File: src/rtl/digit_serial_adder_pkg.sv
// Shared types and helpers for the digit-serial arithmetic blocks.
// Holds the control FSM state encoding and the digit-counter sizing rule.
package serial_arith_pkg;

  typedef enum logic [1:0] {
    IDLE = 2'd0,
    RUN  = 2'd1,
    DONE = 2'd2
  } state_e;

  // A single-digit configuration still gets a 1-bit counter.
  function automatic int cnt_width(input int ndig);
    return (ndig > 1) ? $clog2(ndig) : 1;
  endfunction

endpackage

File: src/rtl/digit_serial_adder_digit_adder.sv
// Combinational DIGIT-bit ripple adder built from full-adder cells.
// Also exposes the carry into the top bit for signed-overflow detection.
module digit_adder #(
  parameter int DIGIT = 4
) (
  input  logic [DIGIT-1:0] a,
  input  logic [DIGIT-1:0] b,
  input  logic             cin,
  output logic [DIGIT-1:0] sum,
  output logic             cout,
  output logic             c_msb
);

  logic [DIGIT:0] c;

  assign c[0] = cin;

  for (genvar i = 0; i < DIGIT; i++) begin : g_fa
    assign sum[i]   = a[i] ^ b[i] ^ c[i];
    assign c[i + 1] = (a[i] & b[i]) | (c[i] & (a[i] ^ b[i]));
  end

  assign cout  = c[DIGIT];
  assign c_msb = c[DIGIT-1];

endmodule

File: src/rtl/digit_serial_adder.sv
// Digit-serial add/subtract: DIGIT bits per clock with a registered carry.
// Valid/ready on both sides; result held in DONE until the consumer takes it.
module digit_serial_adder
  import serial_arith_pkg::*;
#(
  parameter int WIDTH = 32,
  parameter int DIGIT = 4
) (
  input  logic             clk,
  input  logic             rst_n,
  input  logic             in_valid,
  output logic             in_ready,
  input  logic [WIDTH-1:0] a,
  input  logic [WIDTH-1:0] b,
  input  logic             cin,
  input  logic             sub,
  output logic             out_valid,
  input  logic             out_ready,
  output logic [WIDTH-1:0] s,
  output logic             cout,
  output logic             ovf
);

  localparam int NDIG = WIDTH / DIGIT;
  localparam int CW   = cnt_width(NDIG);

  if (WIDTH % DIGIT != 0) begin : g_bad_digit
    $fatal(1, "digit_serial_adder: DIGIT must divide WIDTH");
  end

  state_e           state_q, state_d;
  logic [CW-1:0]    cnt_q, cnt_d;
  logic [WIDTH-1:0] a_q, a_d, b_q, b_d;
  logic             carry_q, carry_d;
  logic [WIDTH-1:0] s_q, s_d;
  logic             cout_q, cout_d, ovf_q, ovf_d;

  logic [DIGIT-1:0] dig_sum;
  logic             dig_cout, dig_cmsb;
  logic [WIDTH-1:0] res_full;
  logic             accept;

  digit_adder #(.DIGIT(DIGIT)) u_digit_adder (
    .a    (a_q[DIGIT-1:0]),
    .b    (b_q[DIGIT-1:0]),
    .cin  (carry_q),
    .sum  (dig_sum),
    .cout (dig_cout),
    .c_msb(dig_cmsb)
  );

  // res_full is the complete result assuming the current digit is the last one.
  if (NDIG == 1) begin : g_one_digit
    assign res_full = dig_sum;
  end else begin : g_multi_digit
    logic [WIDTH-DIGIT-1:0] res_q, res_d;

    assign res_full = {dig_sum, res_q};

    always_comb begin
      res_d = res_q;
      if (state_q == RUN) res_d = res_full[WIDTH-1 -: WIDTH-DIGIT];
    end

    always_ff @(posedge clk or negedge rst_n) begin
      if (!rst_n) res_q <= '0;
      else        res_q <= res_d;
    end
  end

  assign in_ready  = (state_q == IDLE) || ((state_q == DONE) && out_ready);
  assign accept    = in_valid && in_ready;
  assign out_valid = (state_q == DONE);
  assign s         = s_q;
  assign cout      = cout_q;
  assign ovf       = ovf_q;

  // NOTE: every variable gets its hold value first so no path infers a latch.
  always_comb begin
    state_d = state_q;
    cnt_d   = cnt_q;
    a_d     = a_q;
    b_d     = b_q;
    carry_d = carry_q;
    s_d     = s_q;
    cout_d  = cout_q;
    ovf_d   = ovf_q;

    case (state_q)
      IDLE: ;
      RUN: begin
        a_d     = a_q >> DIGIT;
        b_d     = b_q >> DIGIT;
        carry_d = dig_cout;
        cnt_d   = cnt_q + CW'(1);
        if (cnt_q == CW'(NDIG - 1)) begin
          state_d = DONE;
          s_d     = res_full;
          cout_d  = dig_cout;
          ovf_d   = dig_cout ^ dig_cmsb;
        end
      end
      DONE: if (out_ready) state_d = IDLE;
      default: state_d = IDLE;
    endcase

    // Subtraction runs as a + ~b + !cin, so b is inverted once on load.
    if (accept) begin
      state_d = RUN;
      cnt_d   = '0;
      a_d     = a;
      b_d     = b ^ {WIDTH{sub}};
      carry_d = cin ^ sub;
    end
  end

  // NOTE: sequential state uses non-blocking <= so all flops sample pre-edge values.
  // NOTE: operand and result registers are reset too, so s/cout/ovf read 0 after reset.
  always_ff @(posedge clk or negedge rst_n) begin
    if (!rst_n) begin
      state_q <= IDLE;
      cnt_q   <= '0;
      a_q     <= '0;
      b_q     <= '0;
      carry_q <= 1'b0;
      s_q     <= '0;
      cout_q  <= 1'b0;
      ovf_q   <= 1'b0;
    end else begin
      state_q <= state_d;
      cnt_q   <= cnt_d;
      a_q     <= a_d;
      b_q     <= b_d;
      carry_q <= carry_d;
      s_q     <= s_d;
      cout_q  <= cout_d;
      ovf_q   <= ovf_d;
    end
  end

endmodule

File: config.mk
export PLATFORM = sky130hd
export DESIGN_NAME = digit_serial_adder
export DESIGN_NICKNAME = d
export VERILOG_FILES = /design/src/rtl/digit_serial_adder_pkg.sv /design/src/rtl/digit_serial_adder_digit_adder.sv /design/src/rtl/digit_serial_adder.sv
export SDC_FILE = /design/constraint.sdc
export NUM_CORES = 1
export LEC_CHECK = 0
export ABC_AREA = 1
export BUFFER_PORTS_ARGS = -buffer_cell sky130_fd_sc_hd__clkbuf_2
export CAP_MARGIN = 20
export CORE_UTILIZATION = 40
export DETAILED_ROUTE_END_ITERATION = 10
export PLACE_DENSITY = 0.59
export SKIP_CTS_REPAIR_TIMING = 1
export SKIP_LAST_GASP = 1
export SYNTH_ARGS = -nofsm -noshare
export SYNTH_HDL_FRONTEND = slang
export SYNTH_HIERARCHICAL = 1
export SYNTH_SLANG_ARGS = --single-unit
File: constraint.sdc
create_clock -name clk -period 2.21 [get_ports clk]
set_input_delay 0.221 -clock clk [delete_from_list [all_inputs] [get_ports clk]]
set_output_delay 0.221 -clock clk [all_outputs]
set_load 0.01 [all_outputs]
; Yosys cells after proc, flatten, opt, wreduce, memory -nomap -nowiden
; Index checks and enable logic that the tools add are counted.
[totals]
input_bits = 70
wordCells = 58
ff_bits = 132
output_inout_bits = 36
[classes]
reduce_logical = 7
mux = 12
addsub = 1
bitwise_logic = 23
n_eq_ne = 6
[ops]
columns = cell, n
row1 = 2-to-1 mux 32 bit, 4
row2 = XOR 32 bit, 1
row3 = XOR 1 bit, 10
row4 = bitwise AND 1 bit, 8
row5 = 2-to-1 mux 2 bit, 3
row6 = 2-to-1 mux 3 bit, 2
row7 = one-hot mux 2 bit (3 select lines), 1
row8 = bitwise OR 1 bit, 4
row9 = adder 3 x 1 -> 3 bit (second input constant), 1
row10 = == test 3 bit (second input constant), 1
row11 = != test 3 x 1 -> 1 bit (second input constant), 1
row12 = != test 3 x 2 -> 1 bit (second input constant), 1
row13 = AND reduction 3 bit, 1
row14 = == test 2 x 1 -> 1 bit (second input constant), 1
row15 = == test 2 bit (second input constant), 1
row16 = logical AND 1 bit, 2
row17 = logical NOT 2 bit, 1
row18 = 2-to-1 mux 1 bit, 2
row19 = != test 2 bit (second input constant), 1
row20 = AND reduction 2 bit, 1
row21 = nonzero test 2 bit, 1
row22 = logical OR 1 bit, 1

; Logic depth before layout (Yosys ltp)
; Gate-level depths: netlist of the first run.
[logic_depth]
word_depth = 11
depth_mapped = 10
depth_no_buf = 10

; By module
; The synthesis of the first run kept the hierarchy.
[by_module_without_submodules]
columns = mod, n_inst, cells_each, seq_area_each_um2, area_per_inst_um2
row1 = digit_serial_adder, 1, 841, 3303.2, 6472.5
row2 = digit_adder, 1, 12, 0.0, 110.1

; Worst setup path after synthesis of the first run
; No wires, ideal clock.
[synth_timing]
kind = reg-to-reg
startpoint = register a_q[0]
endpoint = register g_multi_digit.res_q[27]
path_buffers = 0
arrival_time_ps = 1915
slack_ps = 165
path_stages_with_launch = 9
t_required_ps = 2080
path_cell_list = dfrtp_1 fa_1 inv_1 fa_1 fa_1 inv_1 fa_1 inv_1 o21ai_0
[synth_via]
elab_chain_cells = 8
[synth_rtl]
columns = element, line_no
row1 = start: declaration, digit_serial_adder.sv:33  ; logic [WIDTH-1:0] a_q, a_d, b_q, b_d;
row2 = start signal: assignment, digit_serial_adder.sv:123  ; a_q <= '0;
row3 = start signal: assignment, digit_serial_adder.sv:132  ; a_q <= a_d;
row4 = XOR 1 bit, digit_serial_adder_digit_adder.sv:20  ; assign c[i + 1] = (a[i] & b[i]) | (c[i] & (a[i] ^ b[i]));
row5 = bitwise AND 1 bit, digit_serial_adder_digit_adder.sv:20
row6 = bitwise OR 1 bit (*), digit_serial_adder_digit_adder.sv:20
row7 = bitwise AND 1 bit (*), digit_serial_adder_digit_adder.sv:20
row8 = bitwise OR 1 bit (*), digit_serial_adder_digit_adder.sv:20
row9 = bitwise AND 1 bit (*), digit_serial_adder_digit_adder.sv:20
row10 = bitwise OR 1 bit (*), digit_serial_adder_digit_adder.sv:20
row11 = via dig_cmsb, digit_serial_adder.sv:39  ; logic dig_cout, dig_cmsb;
row12 = XOR 1 bit (*), digit_serial_adder_digit_adder.sv:19  ; assign sum[i] = a[i] ^ b[i] ^ c[i];
row13 = via dig_sum[3], digit_serial_adder.sv:38  ; logic [DIGIT-1:0] dig_sum;
row14 = end signal: assignment, digit_serial_adder.sv:67  ; else res_q <= res_d;
row15 = end: declaration, digit_serial_adder.sv:56  ; logic [WIDTH-DIGIT-1:0] res_q, res_d;
; The timed path passes the listed nets; every way through them passes the cells marked *.
; A chain may end at the register's enable or synchronous reset.

; Final worst setup path of the first run
; Ends and elaborated chain as after synthesis.

==> summary.txt, run 1 <==
Power
  • LEAKAGE: 4.41 nW
  • Final Total Pwr: 10.9 mW
  • Power per cell area: around 1400 nW/um^2
  • Max IR drop VDD: 0.000736 V

Route
  • Final wirelength: 14700 um
  • Max layer used: met4
  • First drt pass iteration count: 5
  • Met2 WL: 6600 um
  • Via total after detailed routing: around 5500
  • DRT iter0 DRCs: 317
  • Vias/cell: 4.71
  • DRC Markers: 0
  • Metal-1 WL: 7290 um
  • Antenna viol nets, final: 0
  • WL/cell: 12.6 um
  • Met3 wire len: ~650 um

STA
  • Min Tclk post-route: 2.15 ns
  • Worst Tran Pin Value: around 0.63 ns
  • Final setup viols: 0
  • Setup TNS: 0 ns
  • Slew Limit Fails: 0
  • RSZ-0062 raised after global routing: yes
  • Slew margin rel.: 58.3%
  • F_max: 0.465 GHz
  • Final Skew: 0.00953 ns
  • Final Hold Fails: 0
  • Fin crit share: 97.2%

Setup path
  • Critical path's largest stage delay: roughly 0.4 ns
  • R2r startpoint: a_q[0]
  • Worst EP required: 2.49 ns
  • Reg2reg path depth: 8
  • Critical path depth in cells: 8
  • WP buf/inv: 3
  • Worst setup path category: flip-flop to flip-flop
  • R2R Setup Slk: 0.06 ns
  • Most frequent CP cell: fa_1
  • Crit. Startpoint: a_q[0]
  • CP max stage cell: fa_1
  • Crit. End Element: flip-flop
  • Critical Path AT: 2.42 ns
  • Cell Chain, Critical Path: fa_1, inv_1, fa_1, fa_1, inv_2, fa_1, inv_1, o21ai_0
  • Top delay family on crit path: adder cells
  • Startpoint type of the worst setup path: flip-flop
  • Worst Path Max Fanout: 2

Die
  • Die X: roughly 130 um
  • Total core area: about 16000 sq um
  • FP Rows: 46
  • Die area: roughly 17000 sq um
  • Starting Density: slightly above 40%
  • Ports: roughly 110
  • Chip Height: 130 um

Synthesis
  • Library cells used by synthesis: 22
  • Synth Area in Simple Gates: 31.1%
  • Post-synthesis mux area share: 0%
  • Synthesized area per cell: 7.72 sq um
  • Largest family of logic cells by synthesized area: simple AND/OR/NAND/NOR gates
  • Most area-hungry cell type in the Yosys netlist: dfrtp_1
  • Compound-Gate Fraction of Synth Area: ~5.4%
  • Ys Warns: 6
  • Synth Cell Area: 6580 sq um
  • Top cells by area, synth: dfrtp_1 50%, nand2_1 19%, nand3_1 9.0%, inv_1 5.8%, nand4_1 2.7%
  • Top-area cell type share of the netlist area: 50.2%
  • Xor/xnor share of the synthesized area: 0.798%
  • Syn Inst Count: 853
  • Synth Register Bits: around 130
  • Sequential share of the synthesized area: 50.2%
  • Area share of fa/ha/maj cells after synthesis: 1.60%
  • Post-Syn Nets: 929

Global routing
  • GRT overflow: 0
  • Pin count of the biggest net entering global routing: 126
  • Number of global-route vias before repair: 5078
  • Initial antenna violation count: 0
  • Global-route wire length before repair: 25100 um
  • GRT Util Overall: a little under a fifth

Min path
  • Critical hold path startpoint: a[30]
  • Worst min path class: primary input to flip-flop
  • Hold path depth: 3

Finish
  • Final Non-Filler Cells: 1165
  • Nets: 1012
  • Most frequent cells in the layout: 334 x nand2_1, 132 x dfrtp_1, 118 x nand3_1
  • Layout cells sized above 1: between 15 and 20%
  • Commonest non-fill, non-tap cell in the layout: nand2_1
  • Layout area overhead: 19.8%
  • Fillers: 1663
  • Antenna fix cells: 0

Status
  • Status: completed

Place
  • IO buf count: 105
  • Gpl congestion: between 0.7 and 0.8
  • Placed cell count: 1131
  • Detailed Place HPWL: 9290 um

Clocking
  • Clk_lat worst skew: 0.42 ns
  • TritonCTS buffer count: 17
  • Clk pin slew, worst setup/hold paths: 0.06 ns
  • CTS tree: built
  • Clock Path Buffers: 2
  • CTS Root Cell: clkbuf_16
  • CTS H-Tree Depth: 4
  • CTS sink count: 132

Flow run
  • Max-cap violations: 0
==> area by class of cell <==
cell class	instances	area (sq um)	share of cell area, %
Multi-Input combinational cell	560	2580	32.7
Timing Repair Buffer	123	757	9.60
Inverter	102	383	4.86
Clock buffer	22	464	5.89
Tap cell	216	270	3.43
Sequential cell	132	3300	41.9
Clock inverter	10	130	1.65
==> per-layer routing <==
| metal | vias up | global-route usage (%) |
|---|---|---|
| met5 | - | 0 |
| met4 | 0 | 5.34 |
| met3 | 13 | 4.55 |
| met2 | 108 | 28.8 |
| met1 | 2527 | 26.9 |
| li1 | 2841 | - |
==> cell families (layout without fill, tap and decap cells) <==
family / after synthesis / in the layout
XOR/XNOR: 6 / 6
adder cells (fa/ha/maj): 6 / 6
flip-flops: 132 / 132
buffers and inverters: 161 / 257
AND/OR/NAND/NOR: 485 / 485
AO/OA/AOI/OAI: 63 / 63
==> report_power, final <==
group          leakage [nW]  internal [mW]  switching [mW]
registers              1.68           3.51           0.577
logic                  2.44           1.47            2.50
clock network         0.290           1.82            1.02
==> worst register-to-register path: stages, from the launching register on <==
cell,delay (ns)
dfrtp_1,0.37
fa_1,0.19
inv_1,0.05
fa_1,0.38
fa_1,0.39
inv_2,0.08
fa_1,0.40
inv_1,0.07
o21ai_0,0.08
==> flip-flops by register name, summed over array words and instances, names as in the netlist <==
signal,count
s,32
cnt_q,3
state_q,2
b_q,32
cout,1
a_q,32
carry_q,1
ovf,1
g_multi_digit.res_q,28
==> synth_stat cells, drive strengths merged <==
cell type  instances
a21oi              1
buf               49
clkbuf            10
dfrtp            132
fa                 4
ha                 2
inv              102
nand2            336
nand3            119
nand4             28
nor2               2
o21ai             62
xnor2              5
xor2               1
==> worst paths after layout <==
path | to
min in group asynchronous | g_multi_digit.res_q[1]
setup / recovery | g_multi_digit.res_q[27]
hold / removal | a_q[30]
setup reg to reg | g_multi_digit.res_q[27]
max in group asynchronous | a_q[11]
hold reg to reg | s[2]
==> through the flow <==
stage	util (%)	hold slack (ns)	area [sq um]	setup WS, ns
6_report	49.3	0.00166	7880	0.0613
5_1_grt	49.3	0.00701	7880	-0.0386
3_5_place_dp	45.4	0.218	7270	0.0274
4_1_cts	49.2	-0.230	7870	0.0240
2_1_floorplan	-	-0.0746	6580	0.165
3_3_place_gp	45.4	0.212	7270	0.0782
(Power assumes the default switching activity.)
==> inputs of run 2 (changes only) <==
Settings changed: PLACE_DENSITY 0.59 to 0.71, SKIP_CTS_REPAIR_TIMING 1 to default.
==> summary.txt, run 2 (same netlist as run 1, synthesis figures left out) <==
Setup path
  • Worst EP required: 2.48 ns (about the same)
  • Crit. End Element: flip-flop
  • R2R Setup Slk: 0.08 ns (+0.02 ns)
  • Worst Path Max Fanout: 2 (unchanged)
  • Reg2reg path depth: 8 (unchanged)
  • R2r startpoint: a_q[0]
  • CP max stage cell: fa_2
  • Worst setup path category: flip-flop to flip-flop
  • Worst r2r dst: g_multi_digit.res_q[27]
  • Critical path's largest stage delay: 0.44 ns (+0.04 ns)
  • Critical Path AT: 2.41 ns (about the same)
  • Cell Chain, Critical Path: fa_1, inv_1, fa_1, fa_2, inv_2, fa_2, inv_2, o21ai_0
  • Startpoint type of the worst setup path: flip-flop

Finish
  • Commonest non-fill, non-tap cell in the layout: nand2_1
  • Nets: 1011 (-0.099%)
  • Multi-input gate area: 2580 sq um (+0.19%)
  • Storage cell area: 3300 sq um (unchanged)
  • Layout area overhead: 19.9% (about the same)
  • Most frequent cells in the layout: 334 x nand2_1, 132 x dfrtp_1, 118 x nand3_1
  • Antenna fix cells: 0 (unchanged)
  • Layout cells sized above 1: 17.7% (+0.14 points)
  • Fillers: 1559 (-6.3%)

Min path
  • Critical hold path startpoint: a[29]
  • Hold EP: a_q[29]
  • Hold path depth: 3 (unchanged)
  • Worst min path class: primary input to flip-flop

Clocking
  • CTS sink count: 132 (unchanged)
  • Clk_lat worst skew: 0.42 ns (about the same)
  • Clk pin slew, worst setup/hold paths: 0.06 ns (about the same)
  • TritonCTS buffer count: 17 (unchanged)
  • CTS H-Tree Depth: 4 (unchanged)
  • Clock Path Buffers: 2 (unchanged)
  • CTS tree: built
  • CTS Root Cell: clkbuf_16

STA
  • Slew margin rel.: 54.6% (-3.7 points)
  • F_max: 0.469 GHz (+0.72%)
  • Fin crit share: 96.5% (-0.69 points)
  • Final Skew: 0.00877 ns (-0.000758 ns)
  • Slew Limit Fails: 0 (unchanged)
  • RSZ-0062 raised after global routing: yes
  • Min setup slack post-route: 0.0767 ns (+0.0154 ns)
  • Setup TNS: 0 ns (unchanged)
  • Final Hold Fails: 0 (unchanged)
  • Final setup viols: 0 (unchanged)
  • Worst Tran Pin Value: 0.681 ns (+0.0547 ns)
  • Min Tclk post-route: 2.13 ns (-0.0154 ns)

Global routing
  • Global-route wire length before repair: 24700 um (-1.5%)
  • Initial antenna violation count: 0 (unchanged)
  • Number of global-route vias before repair: 5410 (+6.5%)
  • GRT overflow: 0 (unchanged)
  • Pin count of the biggest net entering global routing: 126 (unchanged)
  • GRT Util Overall: 18.6% (-0.39 points)

Power
  • Power per cell area: 1390 nW/um^2 (+0.38%)
  • Max IR drop VDD: 0.000955 V (+30%)
  • LEAKAGE: 4.41 nW (about the same)

Place
  • Detailed Place HPWL: 9000 um (-3.1%)
  • Gpl congestion: 0.774 (+4.7%)
  • Worst slack, placed: 0.0241 ns (-0.00329 ns)
  • IO buf count: 105 (unchanged)

Route
  • First drt pass iteration count: 4 (-1)
  • DRT iter0 DRCs: 255 (-20%)
  • Final wirelength: 14100 um (-4.0%)
  • Antenna viol nets, final: 0 (unchanged)
  • WL/cell: 12.1 um (-3.9%)
  • Via total after detailed routing: 5551 (+1.1%)
  • DRC Markers: 0 (unchanged)
  • Vias/cell: 4.77 (+1.3%)

Die
  • Die area: 17000 sq um (unchanged)
  • Die X: 130 um (unchanged)
  • Chip Height: 130 um (unchanged)
  • Ports: 106 (unchanged)
  • Total core area: 16000 sq um (unchanged)
  • FP Rows: 46 (unchanged)
  • Starting Density: 41.1% (unchanged)

Flow run
  • Max-cap violations: 0 (unchanged)

Status
  • Status: completed
## run 2: cell types whose count changed in the layout (fill, tap and decap cells not counted), moves of 2 or more
cell	before	now
buf_12	7	5
clkinv_2	5	3
fa_1	4	2
fa_2	0	2
## run 2: timing repair
item                                    in CTS  in global routing
cloned                                       0                  0
pin swaps                                    0                  0
endpoints found under the setup margin       1                  3
gates resized for setup                      1                  3
hold buffers                                 2                  0
hold endpoints to repair                    58                  0
setup buffers                                0                  0
## run 2: layout make-up
cell class / count / area share, %
Clock inverter: 9 / 1.92
Timing Repair Buffer: 122 / 9.21
Inverter: 102 / 4.85
Sequential cell: 132 / 41.9
Tap cell: 216 / 3.43
Clock buffer: 22 / 6.01
Multi-Input combinational cell: 560 / 32.7
## run 2: worst max-delay path, delay by kind of cell (launching register included)
family,cells,cell delay (ns)
fa+ha+maj,4,1.36
buf+inv,3,0.20
compound gates,1,0.07
flops,1,0.37
## run 2: metal layers
layer | global-route usage [%] | up-vias | routed length (um)
met5 | 0 | - | 0
met4 | 6.29 | 0 | 136
met3 | 4.76 | 12 | 796
met2 | 30.3 | 146 | 6650
met1 | 24.0 | 2559 | 6520
li1 | - | 2834 | -
## run 2: worst max path at each step
| stage | cells after the start | from | slack [ns] | endpoint |
|---|---|---|---|---|
| 5_1_grt | 8 | b_q[0] | -0.01 | g_multi_digit.res_q[27] |
| 3_3_place_gp | 8 | a_q[0] | 0.1 | g_multi_digit.res_q[27] |
| 4_1_cts | 8 | b_q[0] | 0.02 | g_multi_digit.res_q[27] |
| 3_5_place_dp | 8 | a_q[0] | 0.02 | g_multi_digit.res_q[27] |
| 6_report | 8 | a_q[0] | 0.08 | g_multi_digit.res_q[27] |
| 2_1_floorplan | 8 | a_q[0] | 0.16 | g_multi_digit.res_q[27] |
## run 2: power by group
group / switching [mW] / internal, mW / total (mW)
clock: 0.985 / 1.97 / 2.95
combinational: 2.48 / 1.43 / 3.91
sequential: 0.579 / 3.51 / 4.09
total: 4.04 / 6.90 / 10.9
## run 2: through the flow
stage / hold WS, ns / cells / area (sq um) / util [%] / power, mW
floorplan: -0.0746 / 853 / 6580 / - / 6.93
global placement: 0.250 / 1130 / 7240 / 45.2 / 7.91
detailed placement: 0.250 / 1130 / 7240 / 45.2 / 8.06
CTS: 0.00190 / 1163 / 7890 / 49.3 / 11.1
global route: 0.00224 / 1163 / 7890 / 49.3 / 11.9
finish: 0.0164 / 1163 / 7890 / 49.3 / 10.9
